[src/rtl/alu181_nibble_sequencer_pkg.sv]
// Shared definitions for the nibble-serial 74x181 sequencer: FSM encoding,
// slice width and the select codes callers commonly use.
package alu181_nibble_sequencer_pkg;

    localparam int NIBBLE_W = 4;

    typedef enum logic [1:0] {
        ST_IDLE = 2'd0,
        ST_RUN  = 2'd1,
        ST_DONE = 2'd2
    } state_e;

    // Active-high data select codes (M=0 for the arithmetic ones).
    localparam logic [3:0] SEL_ADD    = 4'b1001;
    localparam logic [3:0] SEL_SUB_M1 = 4'b0110;
    localparam logic [3:0] SEL_AND    = 4'b1011;

endpackage

[src/rtl/alu181_nibble_sequencer.sv]
// Runs one NIBBLES*4-bit operation through a single 74x181 slice, one nibble
// per cycle LSB first, chaining the slice carry between nibbles.
module alu181_nibble_sequencer
    import alu181_nibble_sequencer_pkg::*;
#(
    parameter int NIBBLES = 4,
    localparam int W = NIBBLE_W * NIBBLES
) (
    input  logic         clk,
    input  logic         rst_n,
    input  logic         req_valid,
    output logic         req_ready,
    input  logic [W-1:0] req_a,
    input  logic [W-1:0] req_b,
    input  logic [3:0]   req_s,
    input  logic         req_m,
    input  logic         req_ci,
    output logic [3:0]   alu_a,
    output logic [3:0]   alu_b,
    output logic [3:0]   alu_s,
    output logic         alu_m,
    output logic         alu_ci,
    input  logic [3:0]   alu_f,
    input  logic         alu_co,
    input  logic         alu_aeqb,
    output logic         rsp_valid,
    input  logic         rsp_ready,
    output logic [W-1:0] rsp_f,
    output logic         rsp_co,
    output logic         rsp_aeqb
);

    localparam int IDX_W = (NIBBLES > 1) ? $clog2(NIBBLES) : 1;
    localparam logic [IDX_W-1:0] IDX_LAST = IDX_W'(NIBBLES - 1);

    // Request handshake: an op transfers on a rising edge where req_valid and
    // req_ready are both high; a response transfers likewise on rsp_valid and
    // rsp_ready. Neither side may withdraw once valid is asserted.
    state_e           state_q, state_d;
    logic [IDX_W-1:0] idx_q, idx_d;
    logic [W-1:0]     a_q, a_d;
    logic [W-1:0]     b_q, b_d;
    logic [3:0]       s_q, s_d;
    logic             m_q, m_d;
    logic             ci_q, ci_d;
    logic [W-1:0]     f_q, f_d;
    logic             carry_q, carry_d;
    logic             aeqb_q, aeqb_d;

    logic [3:0] nib_a;
    logic [3:0] nib_b;

    always_comb begin
        nib_a = 4'd0;
        nib_b = 4'd0;
        for (int i = 0; i < NIBBLES; i++) begin
            if (idx_q == IDX_W'(i)) begin
                nib_a = a_q[i*NIBBLE_W +: NIBBLE_W];
                nib_b = b_q[i*NIBBLE_W +: NIBBLE_W];
            end
        end
    end

    // The slice is only driven in RUN so it sees a quiet bus otherwise.
    always_comb begin
        alu_a  = 4'd0;
        alu_b  = 4'd0;
        alu_s  = 4'd0;
        alu_m  = 1'b0;
        alu_ci = 1'b0;
        if (state_q == ST_RUN) begin
            alu_a  = nib_a;
            alu_b  = nib_b;
            alu_s  = s_q;
            alu_m  = m_q;
            alu_ci = (idx_q == '0) ? ci_q : carry_q;
        end
    end

    always_comb begin
        state_d = state_q;
        idx_d   = idx_q;
        a_d     = a_q;
        b_d     = b_q;
        s_d     = s_q;
        m_d     = m_q;
        ci_d    = ci_q;
        f_d     = f_q;
        carry_d = carry_q;
        aeqb_d  = aeqb_q;
        case (state_q)
            ST_IDLE: begin
                if (req_valid) begin
                    a_d     = req_a;
                    b_d     = req_b;
                    s_d     = req_s;
                    m_d     = req_m;
                    ci_d    = req_ci;
                    idx_d   = '0;
                    aeqb_d  = 1'b1;
                    state_d = ST_RUN;
                end
            end
            ST_RUN: begin
                for (int i = 0; i < NIBBLES; i++) begin
                    if (idx_q == IDX_W'(i)) begin
                        f_d[i*NIBBLE_W +: NIBBLE_W] = alu_f;
                    end
                end
                carry_d = alu_co;
                aeqb_d  = aeqb_q & alu_aeqb;
                if (idx_q == IDX_LAST) begin
                    state_d = ST_DONE;
                end else begin
                    idx_d = idx_q + IDX_W'(1);
                end
            end
            ST_DONE: begin
                if (rsp_ready) begin
                    state_d = ST_IDLE;
                end
            end
            default: state_d = ST_IDLE;
        endcase
    end

    always_ff @(posedge clk) begin
        if (!rst_n) begin
            state_q <= ST_IDLE;
            idx_q   <= '0;
            a_q     <= '0;
            b_q     <= '0;
            s_q     <= '0;
            m_q     <= 1'b0;
            ci_q    <= 1'b0;
            f_q     <= '0;
            carry_q <= 1'b0;
            aeqb_q  <= 1'b0;
        end else begin
            state_q <= state_d;
            idx_q   <= idx_d;
            a_q     <= a_d;
            b_q     <= b_d;
            s_q     <= s_d;
            m_q     <= m_d;
            ci_q    <= ci_d;
            f_q     <= f_d;
            carry_q <= carry_d;
            aeqb_q  <= aeqb_d;
        end
    end

    assign req_ready = (state_q == ST_IDLE);
    assign rsp_valid = (state_q == ST_DONE);
    assign rsp_f     = f_q;
    assign rsp_co    = carry_q;
    assign rsp_aeqb  = aeqb_q;

endmodule
[config.mk]
export PLATFORM = sky130hd
export DESIGN_NAME = alu181_nibble_sequencer
export DESIGN_NICKNAME = d
export VERILOG_FILES = /design/src/rtl/alu181_nibble_sequencer_pkg.sv /design/src/rtl/alu181_nibble_sequencer.sv
export SDC_FILE = /design/constraint.sdc
export NUM_CORES = 1
export LEC_CHECK = 0
export CAP_MARGIN = 25
export CORE_UTILIZATION = 30
export DETAILED_ROUTE_END_ITERATION = 8
export SETUP_SLACK_MARGIN = 0.15
export SYNTH_ARGS = -nofsm -noshare
export SYNTH_HDL_FRONTEND = slang
export SYNTH_SLANG_ARGS = --single-unit
[constraint.sdc]
create_clock -name clk -period 1.5 [get_ports clk]
set_input_delay 0.15 -clock clk [delete_from_list [all_inputs] [get_ports clk]]
set_output_delay 0.15 -clock clk [all_outputs]
set_load 0.005 [all_outputs]
* Word-level counts from Yosys, hierarchy flattened *
Cells that the tools add are included.

word-level totals
  flip-flop bits (word level) = 60
  output and inout bits = 34
  logic and storage cells = 58
  input bits = 48

cells by class
  $add $sub $neg = 1
  bitwise operators = 1
  reduce and logical (&&, ||, !) cells = 11
  eq/ne operators = 9
  muxes and demuxes = 23

operators by type and width
  kind                                                   count
  2-to-1 mux 4 bit                                       11
  AND reduction 2 bit                                    6
  2-to-1 mux 2 bit                                       5
  equality test 2 bit, second input constant             3
  inequality test 2 bit, second input constant           3
  case mux 2 bit (3 select lines)                        1
  AND reduction 3 bit                                    2
  equality test 2 x 1 -> 1 bit, second input constant    2
  logical NOT 2 bit                                      2
  2-to-1 mux 1 bit                                       4
  case mux 2 bit (2 select lines)                        1
  adder 2 x 1 -> 2 bit, second input constant            1
  inequality test 2 x 1 -> 1 bit, second input constant  1
  case mux 1 bit (2 select lines)                        1
  nonzero test 2 bit                                     1
  AND 1 bit                                              1

* Longest topological paths before layout *
  depth after elaboration = 6
  mapped depth = 7

* Worst setup path after synthesis *
Ideal clock, no wire load.

  kind = flip-flop to output port
  start point = register idx_q[0]
  end point = output port alu_a[1]
  setup slack = -0.031 ns
  stages on the path, launching flop included = 8
  arrival time = 1.381 ns
  path buffers = 2
  data required time = 1.350 ns
  cells stage by stage = dfxtp_1 -> inv_1 -> ha_1 -> buf_4 -> and2b_1 -> buf_6 -> a221oi_1 -> o41ai_1

on the way
  longest elaborated chain between the ends = 6
  elaborated cells between the ends (all ways) = 9
  classes of those cells = 3 x eq/ne; 5 x mux; 1 x reduce/logical

ends and longest elaborated chain
  item                            line                            RTL
  start, declared                 alu181_nibble_sequencer.sv:40   logic [IDX_W-1:0] idx_q, idx_d;
  start signal, assigned          alu181_nibble_sequencer.sv:141  idx_q <= idx_d;
  logical NOT 2 bit               alu181_nibble_sequencer.sv:57   if (idx_q == IDX_W'(i)) begin
  2-to-1 mux 4 bit (3 in series)  alu181_nibble_sequencer.sv:57
  2-to-1 mux 4 bit (*)            alu181_nibble_sequencer.sv:57
  2-to-1 mux 4 bit (*)            alu181_nibble_sequencer.sv:71   if (state_q == ST_RUN) begin
  end, declared                   alu181_nibble_sequencer.sv:18   output logic [3:0] alu_a,

Mark *: on every way between the ends. The rest lies on a longest branch, timed or not.

* Worst setup path in the final report *
  start point = register idx_q[1]
  end point = output port alu_a[3]

Same word-level chain as after synthesis.

==> flow_metrics.py <==
metrics = {
    "cts": {
        "cts_hold_buffers": 0,
        "cts.path.max_buffers": 2,
        "path_clk_slew_ps": 70,
        "htreeDepth": 3,
        "cts_buffers": 9,
        "cts_sinks": 60,
        "clk_latency_ps": 340,
        "cts_tree": "built",
        "clockRootBuffer": "clkbuf_8",
    },
    "worst_setup_path": {
        "rr_endpoint": "idx_q[1]",
        "cp_slowest_cell": "dfxtp_4",
        "crit_chain": "buf_4 > ha_2 > buf_4 > nor2b_1 > o41ai_2 > buf_2",
        "ff2ff_path_depth": 8,
        "cp.required_ps": 1350,
        "cp_common_cell": "buf_4",
        "start_kind": "register",
        "path_buf_inv": 3,
        "crit_path_max_fanout": 3,
        "rrSetupSlack_ps": -170,
        "path_delay_family": "buffers and inverters",
        "r2r_start": "state_q[1]",
        "cp-end-kind": "output pin",
        "startpoint": "idx_q[1]",
        "critical_path_class": "register to output pin",
        "worst_ep_arrival_time_ps": 1770,
        "max_stage_delay_ps": 360,
    },
    "synth": {
        "ys.flop_type": "dfxtp_1",
        "ys_seq_elements": 60,
        "postSynthAreaPerCell_sq_um": 8.66,
        "synthCells": 323,
        "yosysUniqueCellTypes": 31,
        "synthAdderAreaFrac_pct": 1.79,
        "synth_area_leaders": "dfxtp_1 (43%), nand2_1 (13%), a21boi_1 (9.1%), a21boi_0 (6.2%), buf_6 (4.4%)",
        "synthMuxAreaShare_pct": 0.716,
        "synth_compound_area_share_pct": 22.3,
        "yosysWarnings": 0,
        "synth_top_family_by_area": "simple AND/OR/NAND/NOR gates",
        "async_flop_share_pct": 0,
        "netlist_area_sq_um": 2800,
        "synth_top_area_share_pct": 43.0,
        "netlist.top_cell.by_area": "dfxtp_1",
        "ys_seq_area_share_pct": 43.0,
        "synthXorXnorAreaFrac_pct": 0,
        "synth_nets": 375,
        "yosys.area_share.simple_pct": 24.5,
        "synth-edff-count": 0,
    },
    "sta": {
        "period_minus_slack_ps": 1920,
        "final-hold-violation-count": 0,
        "slew_viol_final": 0,
        "setup_viol": 60,
        "whs_ps": 355,
        "setup_tns_ps": -8650,
        "worst_pin_slew_ps": 267,
        "skew_ps": 11.6,
        "rsz0062_at_grt": "yes",
        "period_share_pct": 128,
        "fmax_mhz": 519,
        "fin_ws_ps": -425,
        "relSlewSlack_pct": 82.0,
    },
    "layout": {
        "diodes": 0,
        "area_growth_pct": 82.5,
        "final_nets": 488,
        "fin_cells": 549,
        "layout-drive-gt1-share_pct": 46.0,
        "fin_area_sq_um": 5100,
    },
    "detailed_routing": {
        "drt_first_pass_iters": 6,
        "drtIter0Drc": 120,
        "ant_nets": 0,
        "wire_per_inst_microns": 16.7,
        "drc": 3,
        "vias": 2678,
        "vias_per_cell": 4.88,
        "wl_microns": 9180,
    },
    "floorplanning": {
        "core_area_sq_um": 8890,
        "rows": 34,
        "initial_core_util_pct": 31.5,
        "die_y_microns": 98.5,
        "die_x_microns": 98.5,
        "dieArea_sq_um": 9710,
        "io_pins": 82,
    },
    "placed_design": {
        "placed_area_sq_um": 3890,
        "routabilityCongestion": 0.767,
        "placed_cells": 506,
        "port_buffers": 81,
        "hpwl_microns": 5030,
        "pre_cts_ws_ps": -486,
    },
    "run_status": {
        "status": "finished with violations",
        "violations": "DRC, setup timing",
    },
    "pwr": {
        "powerDensity_nw_per_um2": 882,
        "cellLeakagePower_uw": 0.00227,
        "ir_worst_vdd_mv": 0.391,
    },
    "flow_run": {
        "drv_cap": 0,
    },
    "grt": {
        "grt_pass1_vias": 2721,
        "grt_pass1_wl_microns": 13600,
        "grt_max_degree": 63,
        "antenna_found_initial": 0,
        "overflow": 0,
        "grt_usage_pct": 18.3,
    },
    "worst_hold_path": {
        "hold_class": "primary input to register",
        "worstHoldEndpoint": "b_q[5]",
        "min_from": "req_b[5]",
        "hold-path-cell-count": 3,
    },
}
worst min-delay path, stage by stage:
cell and delay (ps):
clkdlybuf4s50_1 390, nand2_1 50, a21boi_1 50
through the flow:
stage                     total power [uW]  util [%]
after CTS                             4340      51.3
after global routing                  4670      57.4
after floorplan                       2100         -
after global placement                2380      43.8
final                                 4500      57.4
after detailed placement              2390      43.8
layout make-up:
cell class / instances / area [sq um]
Timing Repair Buffer: 130 / 1520
Multi-Input combinational cell: 232 / 1970
Fill cell: 739 / 3790
Tap cell: 108 / 135
Clock buffer: 9 / 124
Clock inverter: 7 / 115
Inverter: 3 / 16.3
Sequential cell: 60 / 1220
flip-flops by register name (all words and copies together) (netlist names):
register and cells:
rsp_aeqb 1, m_q 1, rsp_f 16, s_q 4, idx_q 2, a_q 16
rsp_co 1, b_q 16, state_q 2, ci_q 1
metal layers:
layer  track usage (%)  share of wire (%)  vias up
met5                 0                  0        -
met4              8.27                1.3        0
met3              3.55                3.2        9
met2              29.6                 50       54
met1              23.5                 46     1285
li1                  -                  -     1330
how the worst max path moves through the flow:
| stage | depth (start not counted) | end | slack, ps |
|---|---|---|---|
| 3_5_place_dp | 7 | alu_a[3] | -490 |
| 4_1_cts | 7 | alu_b[3] | -530 |
| 3_3_place_gp | 7 | alu_a[3] | -470 |
| 2_1_floorplan | 7 | alu_a[0] | 70 |
| 6_report | 6 | alu_a[3] | -420 |
| 5_1_grt | 6 | alu_b[2] | -470 |
cells by family after synthesis:
group	count (synthesis)
simple gates	149
compound gates	77
flops	60
buf+inv	31
fa+ha+maj	4
mux	2
cells in the mapped netlist, types with 2 or more instances:
cell type  instances
a21boi_1          34
buf_6             11
nand3b_1           4
nand3_1           24
nand2_1           97
buf_2              5
dfxtp_1           60
a221oi_1           6
ha_1               4
clkbuf_1           9
a21boi_0          23
and2_1             5
nor2b_1            9
o41ai_2            2
inv_1              3
buf_4              3
a221oi_2           2
mux2i_1            2
and2b_1            2
nor2_1             2
o41ai_1            6
what timing repair did:
| item | 4_1_cts | 5_1_grt |
|---|---|---|
| endpoints found under the setup margin | 71 | 89 |
| gates resized for setup | 175 | 101 |
| pin swaps | 29 | 89 |
| buffers inserted | 11 | 6 |
| gates cloned | 6 | 4 |
where the power goes:
group          internal [uW]  switching (uW)  total [uW]
Sequential              1670            85.0        1760
Clock                   1100             684        1780
Combinational            553             413         965
Total                   3320            1180        4500
cells in the final DEF, fill, tap and decap left out, types with 2 or more instances in the layout:
cell type         n
dlygate4sd2_1     5
o41ai_2           8
nand2_2          10
bufinv_16         3
nand2_4          29
inv_4             2
and2b_2           2
a221oi_4          3
a21boi_2         23
and2_4            5
buf_2            10
buf_4            13
dlymetal6s2s_1   13
buf_6            23
dfxtp_2           7
a221oi_2          5
clkbuf_16         4
clkdlybuf4s50_1  47
buf_16            6
clkinvlp_4        2
nor2b_1           8
nand3_2          12
ha_4              2
dfxtp_1          50
nand2_1          58
nand3b_1          4
buf_12            7
nand3_1          12
buf_8             2
a21boi_1         34
clkinv_2          2
dfxtp_4           3
clkbuf_8          9
(Power assumes the default switching activity.)
